===== config.mk =====
export PLATFORM = sky130hd
export DESIGN_NAME = uart_ram_loader_flat
export DESIGN_NICKNAME = d
export VERILOG_FILES = /design/src/rtl/loader_pkg.sv /design/src/rtl/uart_ram_loader_if.sv /design/src/rtl/uart_rx.sv /design/src/rtl/uart_ram_loader.sv /design/src/flat_wrapper.sv
export SDC_FILE = /design/constraint.sdc
export NUM_CORES = 1
export LEC_CHECK = 0
export ABC_AREA = 1
export BUFFER_PORTS_ARGS = -buffer_cell sky130_fd_sc_hd__buf_4
export CORE_AREA = 2 2 148 150
export DETAILED_ROUTE_END_ITERATION = 12
export DIE_AREA = 0 0 150 152
export GPL_TIMING_DRIVEN = 0
export PLACE_DENSITY = 0.51
export SYNTH_ARGS = -nofsm -noshare
export SYNTH_HDL_FRONTEND = slang
export SYNTH_SLANG_ARGS = --single-unit

===== constraint.sdc =====
create_clock -name clk -period 3.4 [get_ports clk]
set_clock_uncertainty 0.05 [all_clocks]
set_input_delay 0.68 -clock clk [delete_from_list [all_inputs] [get_ports clk]]
set_output_delay 0.68 -clock clk [all_outputs]
set_load 0.1 [all_outputs]

===== src/rtl/loader_pkg.sv =====
// Shared types and constants for the UART-to-RAM loader and its serial receiver.
package loader_pkg;

    typedef enum logic [2:0] {
        IDLE,
        ADDR,
        COUNT,
        DATA_HI,
        DATA_LO
    } loader_state_t;

    typedef enum logic [2:0] {
        RX_IDLE,
        RX_START,
        RX_DATA,
        RX_STOP,
        RX_WAIT
    } rx_state_t;

    localparam logic [7:0] HEADER_BYTE = 8'hA5;

endpackage


===== src/rtl/uart_ram_loader_if.sv =====
// RAM write port plus packet status, driven by the loader and observed by the RAM/display side.
interface uart_ram_loader_if #(
    parameter int AW = 8,
    parameter int DW = 16
) ();

    logic [AW-1:0] addr;
    logic [DW-1:0] wdata;
    logic          we;
    logic          busy;
    logic          done;
    logic          pkt_err;

    modport master (output addr, wdata, we, busy, done, pkt_err);
    modport slave  (input  addr, wdata, we, busy, done, pkt_err);

endinterface


===== src/rtl/uart_rx.sv =====
// 8N1 UART receiver: synchronizes rx, samples mid-bit, reports good bytes or framing errors.
module uart_rx
    import loader_pkg::*;
#(
    parameter int CLKS_PER_BIT = 434
) (
    input  logic       clk,
    input  logic       reset,
    input  logic       rx,
    output logic       byte_valid,
    output logic [7:0] byte_data,
    output logic       frame_err
);

    localparam int CW = $clog2(CLKS_PER_BIT + 1);
    localparam logic [CW-1:0] FULL_LAST = CW'(CLKS_PER_BIT - 1);
    localparam logic [CW-1:0] HALF_LAST = CW'(CLKS_PER_BIT / 2 - 1);

    logic [1:0]    sync_q;
    logic          prev_q;
    logic          rx_s;
    rx_state_t     state_q, state_d;
    logic [CW-1:0] cnt_q, cnt_d;
    logic [2:0]    bit_q, bit_d;
    logic [7:0]    shift_q, shift_d;
    logic          valid_q, valid_d;
    logic          ferr_q, ferr_d;

    assign rx_s = sync_q[1];

    always_ff @(posedge clk) begin
        if (reset) begin
            sync_q  <= 2'b11;
            prev_q  <= 1'b1;
            state_q <= RX_IDLE;
            cnt_q   <= '0;
            bit_q   <= '0;
            shift_q <= '0;
            valid_q <= 1'b0;
            ferr_q  <= 1'b0;
        end else begin
            sync_q  <= {sync_q[0], rx};
            prev_q  <= sync_q[1];
            state_q <= state_d;
            cnt_q   <= cnt_d;
            bit_q   <= bit_d;
            shift_q <= shift_d;
            valid_q <= valid_d;
            ferr_q  <= ferr_d;
        end
    end

    always_comb begin
        state_d = state_q;
        cnt_d   = cnt_q;
        bit_d   = bit_q;
        shift_d = shift_q;
        valid_d = 1'b0;
        ferr_d  = 1'b0;
        case (state_q)
            RX_IDLE: begin
                if (prev_q && !rx_s) begin
                    state_d = RX_START;
                    cnt_d   = '0;
                end
            end
            RX_START: begin
                // A start bit that is high again at mid-bit was only a glitch.
                if (cnt_q == HALF_LAST) begin
                    cnt_d   = '0;
                    bit_d   = '0;
                    state_d = rx_s ? RX_IDLE : RX_DATA;
                end else begin
                    cnt_d = cnt_q + CW'(1);
                end
            end
            RX_DATA: begin
                if (cnt_q == FULL_LAST) begin
                    cnt_d   = '0;
                    shift_d = {rx_s, shift_q[7:1]};
                    if (bit_q == 3'd7) begin
                        state_d = RX_STOP;
                    end else begin
                        bit_d = bit_q + 3'd1;
                    end
                end else begin
                    cnt_d = cnt_q + CW'(1);
                end
            end
            RX_STOP: begin
                if (cnt_q == FULL_LAST) begin
                    cnt_d = '0;
                    if (rx_s) begin
                        valid_d = 1'b1;
                        state_d = RX_IDLE;
                    end else begin
                        ferr_d  = 1'b1;
                        state_d = RX_WAIT;
                    end
                end else begin
                    cnt_d = cnt_q + CW'(1);
                end
            end
            RX_WAIT: begin
                if (rx_s) begin
                    state_d = RX_IDLE;
                end
            end
            default: state_d = RX_IDLE;
        endcase
    end

    assign byte_valid = valid_q;
    assign byte_data  = shift_q;
    assign frame_err  = ferr_q;

endmodule


===== src/rtl/uart_ram_loader.sv =====
// Parses A5/addr/count/data packets from the UART and turns each 16-bit word into a RAM write.
module uart_ram_loader
    import loader_pkg::*;
#(
    parameter int CLK_FREQ           = 50_000_000,
    parameter int BAUD               = 115_200,
    parameter int RAM_WIDTH          = 16,
    parameter int RAM_REGISTER_COUNT = 256,
    parameter int TIMEOUT_CLKS       = 50_000_000
) (
    input  logic              clk,
    input  logic              reset,
    input  logic              rx,
    uart_ram_loader_if.master bus
);

    localparam int CLKS_PER_BIT = CLK_FREQ / BAUD;
    localparam int AW = $clog2(RAM_REGISTER_COUNT);
    localparam int TW = $clog2(TIMEOUT_CLKS);
    localparam logic [TW-1:0] TMO_LAST = TW'(TIMEOUT_CLKS - 1);

    logic       byte_valid;
    logic [7:0] byte_data;
    logic       frame_err;

    uart_rx #(
        .CLKS_PER_BIT(CLKS_PER_BIT)
    ) u_rx (
        .clk       (clk),
        .reset     (reset),
        .rx        (rx),
        .byte_valid(byte_valid),
        .byte_data (byte_data),
        .frame_err (frame_err)
    );

    loader_state_t        state_q, state_d;
    logic [AW-1:0]        cur_addr_q, cur_addr_d;
    logic [8:0]           remaining_q, remaining_d;
    logic [7:0]           hi_q, hi_d;
    logic [AW-1:0]        addr_q, addr_d;
    logic [RAM_WIDTH-1:0] wdata_q, wdata_d;
    logic                 we_q, we_d;
    logic                 done_q, done_d;
    logic [TW-1:0]        tmo_q, tmo_d;
    logic                 abort;

    always_ff @(posedge clk) begin
        if (reset) begin
            state_q     <= IDLE;
            cur_addr_q  <= '0;
            remaining_q <= '0;
            hi_q        <= '0;
            addr_q      <= '0;
            wdata_q     <= '0;
            we_q        <= 1'b0;
            done_q      <= 1'b0;
            tmo_q       <= '0;
        end else begin
            state_q     <= state_d;
            cur_addr_q  <= cur_addr_d;
            remaining_q <= remaining_d;
            hi_q        <= hi_d;
            addr_q      <= addr_d;
            wdata_q     <= wdata_d;
            we_q        <= we_d;
            done_q      <= done_d;
            tmo_q       <= tmo_d;
        end
    end

    // DATA_LO keeps the FSM busy through the write cycle, so address/count advance while we is high.
    always_comb begin
        abort       = (state_q != IDLE) && (frame_err || (tmo_q == TMO_LAST));
        state_d     = state_q;
        cur_addr_d  = cur_addr_q;
        remaining_d = remaining_q;
        hi_d        = hi_q;
        addr_d      = addr_q;
        wdata_d     = wdata_q;
        we_d        = 1'b0;
        done_d      = 1'b0;
        tmo_d       = tmo_q + TW'(1);
        if (state_q == IDLE || byte_valid || abort) begin
            tmo_d = '0;
        end
        case (state_q)
            IDLE: begin
                if (byte_valid && byte_data == HEADER_BYTE) begin
                    state_d = ADDR;
                end
            end
            ADDR: begin
                if (byte_valid) begin
                    cur_addr_d = AW'(byte_data);
                    state_d    = COUNT;
                end
            end
            COUNT: begin
                if (byte_valid) begin
                    remaining_d = (byte_data == 8'd0) ? 9'd256 : {1'b0, byte_data};
                    state_d     = DATA_HI;
                end
            end
            DATA_HI: begin
                if (byte_valid) begin
                    hi_d    = byte_data;
                    state_d = DATA_LO;
                end
            end
            DATA_LO: begin
                if (we_q) begin
                    cur_addr_d  = cur_addr_q + AW'(1);
                    remaining_d = remaining_q - 9'd1;
                    state_d     = (remaining_q == 9'd1) ? IDLE : DATA_HI;
                end else if (byte_valid) begin
                    we_d    = 1'b1;
                    addr_d  = cur_addr_q;
                    wdata_d = RAM_WIDTH'({hi_q, byte_data});
                    done_d  = (remaining_q == 9'd1);
                end
            end
            default: state_d = IDLE;
        endcase
        if (abort) begin
            state_d = IDLE;
            we_d    = 1'b0;
            done_d  = 1'b0;
            addr_d  = addr_q;
            wdata_d = wdata_q;
        end
    end

    assign bus.addr    = addr_q;
    assign bus.wdata   = wdata_q;
    assign bus.we      = we_q;
    assign bus.done    = done_q;
    assign bus.busy    = (state_q != IDLE);
    assign bus.pkt_err = abort;

endmodule


===== src/flat_wrapper.sv =====
// flat-port wrapper written by rule: the top's interface ports become plain ports
module uart_ram_loader_flat import loader_pkg::*;
#(
    parameter int CLK_FREQ           = 50_000_000,
    parameter int BAUD               = 115_200,
    parameter int RAM_WIDTH          = 16,
    parameter int RAM_REGISTER_COUNT = 256,
    parameter int TIMEOUT_CLKS       = 50_000_000
)
  (clk, reset, rx, bus_addr, bus_wdata, bus_we, bus_busy, bus_done, bus_pkt_err);
  uart_ram_loader_if bus_i ();
  input  logic clk;
  input  logic reset;
  input  logic rx;
  output wire logic [$bits(bus_i.addr)-1:0] bus_addr;
  output wire logic [$bits(bus_i.wdata)-1:0] bus_wdata;
  output wire logic [$bits(bus_i.we)-1:0] bus_we;
  output wire logic [$bits(bus_i.busy)-1:0] bus_busy;
  output wire logic [$bits(bus_i.done)-1:0] bus_done;
  output wire logic [$bits(bus_i.pkt_err)-1:0] bus_pkt_err;
  assign bus_addr = bus_i.addr;
  assign bus_wdata = bus_i.wdata;
  assign bus_we = bus_i.we;
  assign bus_busy = bus_i.busy;
  assign bus_done = bus_i.done;
  assign bus_pkt_err = bus_i.pkt_err;
  uart_ram_loader #(.CLK_FREQ(CLK_FREQ), .BAUD(BAUD), .RAM_WIDTH(RAM_WIDTH), .RAM_REGISTER_COUNT(RAM_REGISTER_COUNT), .TIMEOUT_CLKS(TIMEOUT_CLKS)) u_core (.clk(clk), .reset(reset), .rx(rx), .bus(bus_i));
endmodule

# After elaboration in Yosys (flattened, before gate mapping)
# Cells that the tools add are included.
# Widths: inputs -> output; s select.
word_totals:
  in_bits: 3
  rom_bits: 0
  mem_count: 0
  out_inout_bits: 28
  latch_bits: 0
  ram_bits: 0
  wordCells: 118
  reg_bits: 108
op_classes:
  n_bitwise: 6
  muxes: 34
  div: 0
  n_lt_le_gt_ge: 0
  n_mul: 0
  shift: 0
  n_addsub: 5
  eq_ne: 26
  n_reduce_logical: 30
op_table:
  columns: ["op", "n"]
  rows:
  - ["$mux 9", 6]
  - ["$mux 3", 15]
  - ["$pmux 3 s5", 2]
  - ["$pmux 9 s3", 1]
  - ["$add 26x1->26 const B", 1]
  - ["$eq 26x26->1 const B", 1]
  - ["$ne 2x2->1 const B", 11]
  - ["$pmux 9 s2", 1]
  - ["$mux 8", 2]
  - ["$pmux 8 s2", 1]
  - ["$eq 3x2->1 const B", 4]
  - ["$add 9x1->9 const B", 1]
  - ["$eq 3x3->1 const B", 3]
  - ["$eq 9x1->1 const B", 1]
  - ["$eq 9x8->1 const B", 1]
  - ["$eq 9x9->1 const B", 1]
  - ["$sub 9x1->9 const B", 1]
  - ["$add 8x1->8 const B", 1]
  - ["$eq 8x8->1 const B", 1]
  - ["$logic_not 8->1", 1]
  - ["$reduce_and 4->1", 2]
  - ["$eq 3x1->1 const B", 2]
  - ["$logic_not 3->1", 2]
  - ["$not 1->1", 6]
  - ["other kinds (18)", 33]

# Longest topological paths before layout
# Gate-level depths: netlist of the first run.
logic_depth:
  depth_word: 5
  ltp_mapped: 13

# Hierarchy
# Synthesis of the first run repeated with hierarchy kept, for this count alone.
unflattened:
  cells_unflattened: 802
  hier_area_um2: 5500.3
modules_own_cells:
  columns: ["mod", "area_per_inst_um2", "n_inst", "cells_per_inst"]
  rows:
  - ["uart_ram_loader", 4047.6, 1, 596]
  - ["uart_rx", 1452.6, 1, 206]

# Worst setup path before layout of the first run
# Ideal clock, no wire load.
synth_timing:
  path_type: "register to output"
  startpoint: "register u_core.state_q[0]"
  endpoint: "output bus_pkt_err"
  t_arrival_ns: 2.297
  path_stages_with_launch: 8
  required_time_ns: 2.670
  setup_slack_ns: 0.373
  path_buffers: 1
  cell_sequence: "dfxtp_1 > nor2_2 > inv_2 > nor2_1 > inv_1 > nand2_1 > buf_2 > inv_1"
synth_between:
  elab_chain_len: 2
synth_lines:
  columns: ["element", "line_no", "source"]
  rows:
  - ["start: declaration", "uart_ram_loader.sv:37", "loader_state_t state_q, state_d;"]
  - ["start signal: assignment", "uart_ram_loader.sv:60", "state_q <= state_d;"]
  - ["$reduce_bool 3->1", null, null]
  - ["via bus_busy", "flat_wrapper.sv:18", "output wire logic [$bits(bus_i.busy)-1:0] bus_busy;"]
  - ["$logic_and 1x1->1", "uart_ram_loader.sv:74", "abort = (state_q != IDLE) && (frame_err || (tmo_q == TMO_LAST));"]
  - ["end: declaration", "flat_wrapper.sv:20", "output wire logic [$bits(bus_i.pkt_err)-1:0] bus_pkt_err;"]
# The timed path passes the listed nets, and every way through them passes these cells.

# Worst setup path in the final report of the first run
layout_timing:
  startpoint: "register u_core.tmo_q[0]"
  endpoint: "output bus_pkt_err"
layout_between:
  elab_chain_len: 3
layout_lines:
  columns: ["element", "line_no", "source"]
  rows:
  - ["start: declaration", "uart_ram_loader.sv:45", "logic [TW-1:0] tmo_q, tmo_d;"]
  - ["start signal: assignment", "uart_ram_loader.sv:68", "tmo_q <= tmo_d;"]
  - ["$eq 26x26->1", "uart_ram_loader.sv:74", null]
  - ["$logic_or 1x1->1", "uart_ram_loader.sv:74", null]
  - ["$logic_and 1x1->1", "uart_ram_loader.sv:74", null]
# Every way passes these cells.

==> results of run 1 <==
## registers in the layout, indices dropped and copies added, names as in the netlist
signal	count
u_core.u_rx.sync_q	2
u_core.u_rx.frame_err	1
u_core.u_rx.byte_data	8
u_core.u_rx.bit_q	3
u_core.hi_q	8
u_core.remaining_q	9
u_core.u_rx.state_q	3
u_core.cur_addr_q	8
u_core.tmo_q	26
u_core.bus.we	1
u_core.bus.wdata	16
u_core.bus.done	1
u_core.state_q	3
u_core.u_rx.byte_valid	1
u_core.u_rx.cnt_q	9
u_core.bus.addr	8
u_core.u_rx.prev_q	1
## metrics by stage
step,power (W),cell area [sq um]
CTS,0.00266,6040
global route,0.00277,6040
global placement,0.00162,5770
finish,0.00261,6040
floorplan,0.00155,5190
detailed placement,0.00162,5770
## layout make-up
| type | count | area [sq um] |
|---|---|---|
| inverter | 97 | 364 |
| tap | 280 | 350 |
| timing repair buffer | 30 | 225 |
| sequential | 108 | 2160 |
| multi-input combinational | 527 | 2540 |
| clock buffer | 11 | 233 |
| clock inverter | 3 | 40.0 |
| buffer | 27 | 130 |
| fill | 2442 | 15300 |
## worst paths after layout
kind / to / slack, ns
worst max-delay path: bus_pkt_err / 0.51
worst max register to register: u_core.tmo_q[9]$_SDFF_PP0_ / 1.35
worst min register to register: u_core.u_rx.sync_q[1]$_SDFF_PP1_ / 0.36
worst min-delay path: u_core.u_rx.sync_q[1]$_SDFF_PP1_ / 0.36
## placed cells by master (no fill, tap or decap)
master and n:
buf_6 2, nand3b_1 3, bufinv_16 1, clkinv_2 2, nor2_4 1, a211oi_1 1, or2_4 1, xor2_1 20
nor2_2 1, nand4_1 12, nor4_1 2, nand2_1 165, ha_1 9, dfxtp_1 108, nor2_8 1, xnor2_1 6
a31oi_1 7, o211ai_1 2, clkbuf_16 9, buf_1 4, nand3_1 57, nor3_2 1, buf_2 11, o21ai_0 44
nor2_1 112, clkbuf_1 12, nor3b_1 2, or2_2 2, buf_4 30, inv_2 4, a21oi_1 67, nor3_1 11
inv_1 93
## worst max-delay path: cells and delay by family, from the launching register on
family                   cells  cell delay, ns
flip-flops                   1            0.36
buffers and inverters        4            0.71
adder cells (fa/ha/maj)      1            0.19
AND/OR/NAND/NOR              6            0.56
## layer usage
layer / track usage / vias up
met5: 0 / -
li1: - / 2505
met3: 0.0315 / 17
met1: 0.157 / 2136
met2: 0.192 / 66
met4: 0.0355 / 0
## kinds of logic (layout without fill, tap and decap cells)
kind of cell             after synthesis  in the layout  synth area share
XOR/XNOR                              26             26            0.0439
flip-flops                           108            108             0.416
adder cells (fa/ha/maj)                9              9            0.0217
AO/OA/AOI/OAI                        121            121             0.120
AND/OR/NAND/NOR                      371            371             0.303
buffers and inverters                124            168            0.0952
## power by group through the flow
stage	combinational, W	sequential (W)	clock, W
detailed placement	0.000279	0.00135	0
finish	0.000272	0.00132	0.00102
global route	0.000332	0.00132	0.00112
floorplan	0.000212	0.00134	0
CTS	0.000279	0.00132	0.00107
global placement	0.000276	0.00135	0
==> summary.txt, run 1 <==
Global route
  • Largest net degree at the start of global routing: 16
  • First-pass GRT wire length: 22.0 mm
  • Vias in the first global route: 4,455
  • GRT Total Usage: 0.120
  • Grt total ovfl: 0
  • Antenna violations before repair: 0

Clock network
  • # hold bufs at CTS: 0
  • TritonCTS clock tree: done
  • Inserted Clock Buffers: 9
  • TritonCTS sink count: 108
  • Clock latency on the worst-skew pair: 0.36 ns
  • Root Driver: clkbuf_16
  • Clock slew at reported path FFs: 0.07 ns
  • Post-CTS Resized: 0
  • Post-CTS setup buffer count: 0
  • Largest buffer count on any clock path: 2
  • H-Tree Depth: 3

Worst setup path
  • Reg-to-Reg Start: u_core.tmo_q[0]$_SDFF_PP0_
  • Crit-path max FO: 10
  • CP Class: register to output port
  • Worst Setup SP: u_core.tmo_q[0]$_SDFF_PP0_
  • CP max stage delay: 0.36 ns
  • CP required: 2.67 ns
  • Slowest CP cell: dfxtp_1
  • FF-to-FF path depth: 11
  • Startpoint Class: register
  • Crit end category: output port
  • Crit path top cell by count: nand2_1
  • Critical Path AT: 2.16 ns
  • Crit-path cells: ha_1, nand2_1, inv_1, nand2_1, nor2_1, nand2_1, nand2_1, nand2_1, buf_2, inv_1, buf_4

Synthesis
  • YS warnings: 0
  • Top cell type's share of synthesized area: 0.416
  • Syn_nets: 771
  • EDFF count, synth: 0
  • Most frequent cell after synthesis: nand2_1
  • Sequential area share after synthesis: 0.416
  • Unique cell type count in the Yosys netlist: 29
  • Syn Inst Count: 759
  • Post-synth top area cell: dfxtp_1
  • #FFs+latches synth: 108
  • Post-Syn Area: 5190 sq um
  • Synth Area per Inst: 6.84 sq um
  • Most used DFF post-synth: dfxtp_1
  • Top cells by area, synth: dfxtp_1 42%, nand2_1 12%, nor2_1 8.1%
  • Async set or reset register ratio after synthesis: 0
  • Post-synth top cells: 165 x nand2_1, 112 x nor2_1, 108 x dfxtp_1

Floorplanning
  • Die X: 150 um
  • Starting density of the core: 0.243
  • Rows: 54
  • DIE AREA: 22,800 sq um
  • IO Pins: 31
  • Chip Height: 152 um
  • Core box area: 21,400 sq um

Pwr
  • VDD IR-drop max: 0.198 mV
  • PD cells: 432 nW/um^2
  • Pint: 0.00193 W
  • Reg power frac: 0.504
  • Combinational Power Share: 0.104
  • Clk pwr share: 0.392
  • P_sw: 0.000681 W
  • Leakage: 2.38 nW
  • Sw Ratio: 0.261

Hold path
  • Hold crit path type: register to register
  • Min-Delay Startpoint: u_core.u_rx.sync_q[0]$_SDFF_PP1_
  • Hold Path Depth: 1

Placement
  • Hpwl dp: 9.84 mm
  • Placed cells: 1,069
  • RePlAce Congestion: 0.823
  • Pre-CTS WS: 0.893 ns
  • # port buffers: 30

Final layout
  • Non-Filler Instances: 1,083
  • ANT cells: 0
  • Layout cells sized above 1: 0.0822
  • Net count, final: 812
  • Area growth from synthesis to layout: 16.3%
  • Fin util: 0.283

STA
  • RSZ-0062 raised after global routing: false
  • Hold_ws: 0.364 ns
  • Max Transition Viols Final: 0
  • Final WS setup: 0.509 ns
  • Final Cycle Share: 0.850
  • Endpoints failing hold: 0
  • Sum Neg Setup Slack: 0 ns
  • Peak Freq: 0.346 GHz
  • Least-Margin Pin Slew: 0.789 ns
  • Final setup viols: 0
  • Slew headroom: 0.469
  • Final min period: 2.89 ns

Drt
  • Top Layer Used: met4
  • Routed wl met2: 6.09 mm
  • Detail Route Antenna Nets: 0
  • Iter 0 DRT Violations: 211
  • Metal-1 WL: 6.33 mm
  • Routed vias/inst: 4.36
  • Drt wl/cell: 12.1 um
  • Initial DRT Pass Iterations: 5
  • DRT Wirelength: 13.1 mm
  • Met3 Wirelength: 424 um
  • Detailed-route via count: 4,724
  • # DRC: 0

Outcome
  • Status: complete, no violations

Flow run
  • MaxCap Viol Count: 0
Power figures use the tool's default switching activity.
==> run 2, diff against run 1 <==
--- a/config.mk
+++ b/config.mk
@@ -7,11 +7,11 @@
 export LEC_CHECK = 0
 export ABC_AREA = 1
 export BUFFER_PORTS_ARGS = -buffer_cell sky130_fd_sc_hd__buf_4
-export CORE_AREA = 2 2 148 150
+export CORE_AREA = 2 2 117 119
 export DETAILED_ROUTE_END_ITERATION = 12
-export DIE_AREA = 0 0 150 152
+export DIE_AREA = 0 0 119 121
 export GPL_TIMING_DRIVEN = 0
-export PLACE_DENSITY = 0.51
+export PLACE_DENSITY = 0.68
 export SYNTH_ARGS = -nofsm -noshare
 export SYNTH_HDL_FRONTEND = slang
 export SYNTH_SLANG_ARGS = --single-unit
==> run 2 against run 1 <==
  * Non-clock buffer count stayed put
  * Sequential cell count is the same
  * Total power grew 1.6%
  * Combinational power is 2% lower
  * Critical path type unchanged
  * Worst hold slack worse by 0.0043 ns
  * Sequential power barely moved
  * Sequential share of layout area grew 0.60 points
==> summary.txt, run 2 (same netlist as run 1, synthesis figures left out) <==
Outcome
  • Status: complete, no violations

Final layout
  • Top reg by flops: u_core.tmo_q
  • Multi-input gate area: 2540 sq um (unchanged)
  • Final Cell Area: 5940 sq um (-1.6%)
  • Most common cell after layout, fill and taps aside: nand2_1
  • ANT cells: 0 (unchanged)
  • Max reg flops: 26 (unchanged)
  • Register area: 2160 sq um (unchanged)
  • # fillers: 1,354 (-45%)
  • Area growth from synthesis to layout: 14.4%
  • Layout cells sized above 1: 0.0857 (+0.00352)
  • Net count, final: 812 (unchanged)
  • Most frequent cells in the layout: 165 x nand2_1, 112 x nor2_1, 108 x dfxtp_1

Placement
  • Pre-CTS WS: 0.922 ns (+0.0290 ns)
  • Hpwl dp: 8.68 mm (-12%)
  • Placement Cell Area: 5640 sq um (-2.3%)
  • # port buffers: 30 (unchanged)
  • RePlAce Congestion: 0.905 (+10%)

Floorplanning
  • Die X: 119 um (-21%)
  • IO Pins: 31 (unchanged)
  • Starting density of the core: 0.397 (+0.154)
  • Chip Height: 121 um (-20%)
  • DIE AREA: 14,400 sq um (-37%)
  • Core box area: 13,100 sq um (-39%)
  • Rows: 42 (-22%)

Worst setup path
  • CP max stage delay: 0.35 ns (about the same)
  • CP required: 2.67 ns (about the same)
  • Crit-path max FO: 10 (unchanged)
  • CP top delay family: buffers and inverters
  • Flop2flop setup slack: 1.42 ns (+0.07 ns)
  • CP Class: register to output port
  • CP Depth: 11 (unchanged)
  • Startpoint Class: register
  • Slowest CP cell: dfxtp_1
  • End point of the critical path: bus_pkt_err
  • Crit end category: output port
  • Crit path top cell by count: nand2_1
  • RR Endpoint: u_core.tmo_q[24]$_SDFF_PP0_
  • Bufs and invs on worst path: 4 (unchanged)
  • FF-to-FF path depth: 11 (unchanged)
  • Worst Setup SP: u_core.tmo_q[0]$_SDFF_PP0_
  • Reg-to-Reg Start: u_core.tmo_q[0]$_SDFF_PP0_
  • Crit-path cells: ha_1, nand2_1, inv_1, nand2_1, nor2_1, nand2_1, nand2_1, nand2_1, buf_2, inv_1, buf_4
  • Critical Path AT: 2.11 ns (-0.05 ns)

Global route
  • GRT Total Usage: 0.174 (+0.0542)
  • Vias in the first global route: 4,413 (-0.94%)
  • First-pass GRT wire length: 20.3 mm (-7.4%)
  • Antenna violations before repair: 0 (unchanged)
  • Largest net degree at the start of global routing: 17 (+1)
  • Grt total ovfl: 0 (unchanged)

Drt
  • DRT Wirelength: 11.9 mm (-9.3%)
  • Initial DRT Pass Iterations: 5 (unchanged)
  • Drt wl/cell: 12.1 um (+0.16%)
  • Detail Route Antenna Nets: 0 (unchanged)
  • Detailed-route via count: 4,745 (+0.44%)
  • Iter 0 DRT Violations: 290 (+37%)
  • # DRC: 0 (unchanged)
  • Routed vias/inst: 4.84 (+11%)

Clock network
  • # hold bufs at CTS: 0 (unchanged)
  • H-Tree Depth: 3 (unchanged)
  • Post-CTS Resized: 0 (unchanged)
  • Clock latency on the worst-skew pair: 0.36 ns (about the same)
  • Root Driver: clkbuf_16
  • Inserted Clock Buffers: 9 (unchanged)
  • TritonCTS clock tree: done
  • Clock slew at reported path FFs: 0.07 ns (about the same)
  • Post-CTS setup buffer count: 0 (unchanged)
  • Largest buffer count on any clock path: 2 (unchanged)
  • TritonCTS sink count: 108 (unchanged)

Pwr
  • VDD IR-drop max: 0.301 mV (+52%)
  • Reg power frac: 0.496 (-0.008)
  • Clk pwr share: 0.403 (+0.011)
  • Combinational Power Share: 0.101 (-0.003)
  • PD cells: 447 nW/um^2 (+3.3%)
  • Pint: 0.00198 W (+2.4%)
  • P_sw: 0.000676 W (-0.73%)
  • Sw Ratio: 0.255 (-0.00599)
  • Leakage: 2.39 nW (+0.56%)

STA
  • Sum Neg Setup Slack: 0 ns (unchanged)
  • Hold_ws: 0.359 ns (-0.00426 ns)
  • Least-Margin Pin Slew: 0.703 ns (-0.0860 ns)
  • Max Transition Viols Final: 0 (unchanged)
  • Endpoints failing hold: 0 (unchanged)
  • Final WS setup: 0.559 ns (+0.0500 ns)
  • Slew headroom: 0.527 (+0.0579)
  • Final setup viols: 0 (unchanged)
  • Final min period: 2.84 ns (-0.0500 ns)
  • Final Cycle Share: 0.836 (-0.0147)
  • RSZ-0062 raised after global routing: false
  • Peak Freq: 0.352 GHz (+1.8%)

Flow run
  • MaxCap Viol Count: 0 (unchanged)

Hold path
  • Hold crit path type: register to register
-- run 2: worst min path at each step --
stage,startpoint,slack (ns),endpoint,depth (start not counted)
CTS,u_core.u_rx.sync_q[0]$_SDFF_PP1_,0.37,u_core.u_rx.sync_q[1]$_SDFF_PP1_,1
global route,u_core.u_rx.sync_q[0]$_SDFF_PP1_,0.40,u_core.u_rx.sync_q[1]$_SDFF_PP1_,1
detailed placement,u_core.u_rx.sync_q[0]$_SDFF_PP1_,0.35,u_core.u_rx.sync_q[1]$_SDFF_PP1_,1
finish,u_core.u_rx.sync_q[0]$_SDFF_PP1_,0.36,u_core.u_rx.sync_q[1]$_SDFF_PP1_,1
floorplan,u_core.u_rx.sync_q[0]$_SDFF_PP1_,0.34,u_core.u_rx.sync_q[1]$_SDFF_PP1_,1
global placement,u_core.u_rx.sync_q[0]$_SDFF_PP1_,0.34,u_core.u_rx.sync_q[1]$_SDFF_PP1_,1
-- run 2: cell type report --
type,count,area share
timing repair buffer,30,0.0379
buffer,27,0.0219
clock buffer,12,0.0432
clock inverter,4,0.00800
multi-input combinational,527,0.427
inverter,97,0.0613
sequential,108,0.364
tap,176,0.0371
-- run 2: metrics by stage --
step	cells	total power, W	utilization
6_report	981	0.00265	0.454
5_1_grt	981	0.00278	0.454
4_1_cts	981	0.00269	0.454
3_5_place_dp	965	0.00161	0.431
3_3_place_gp	965	0.00161	0.431
2_1_floorplan	759	0.00155	-
-- run 2: power by group through the flow --
| stage | clock, W | sequential, W | combinational, W |
|---|---|---|---|
| after CTS | 0.00110 | 0.00132 | 0.000271 |
| after global routing | 0.00115 | 0.00132 | 0.000312 |
| final | 0.00107 | 0.00132 | 0.000267 |
| after detailed placement | 0 | 0.00134 | 0.000269 |
| after floorplan | 0 | 0.00134 | 0.000212 |
| after global placement | 0 | 0.00134 | 0.000266 |
-- run 2: routing by layer --
metal | global-route usage | share of wire | up-vias
met4 | 0.0595 | 0.014 | 0
met1 | 0.235 | 0.50 | 2116
met2 | 0.273 | 0.44 | 112
met5 | 0 | 0 | -
li1 | - | - | 2502
met3 | 0.0404 | 0.050 | 15
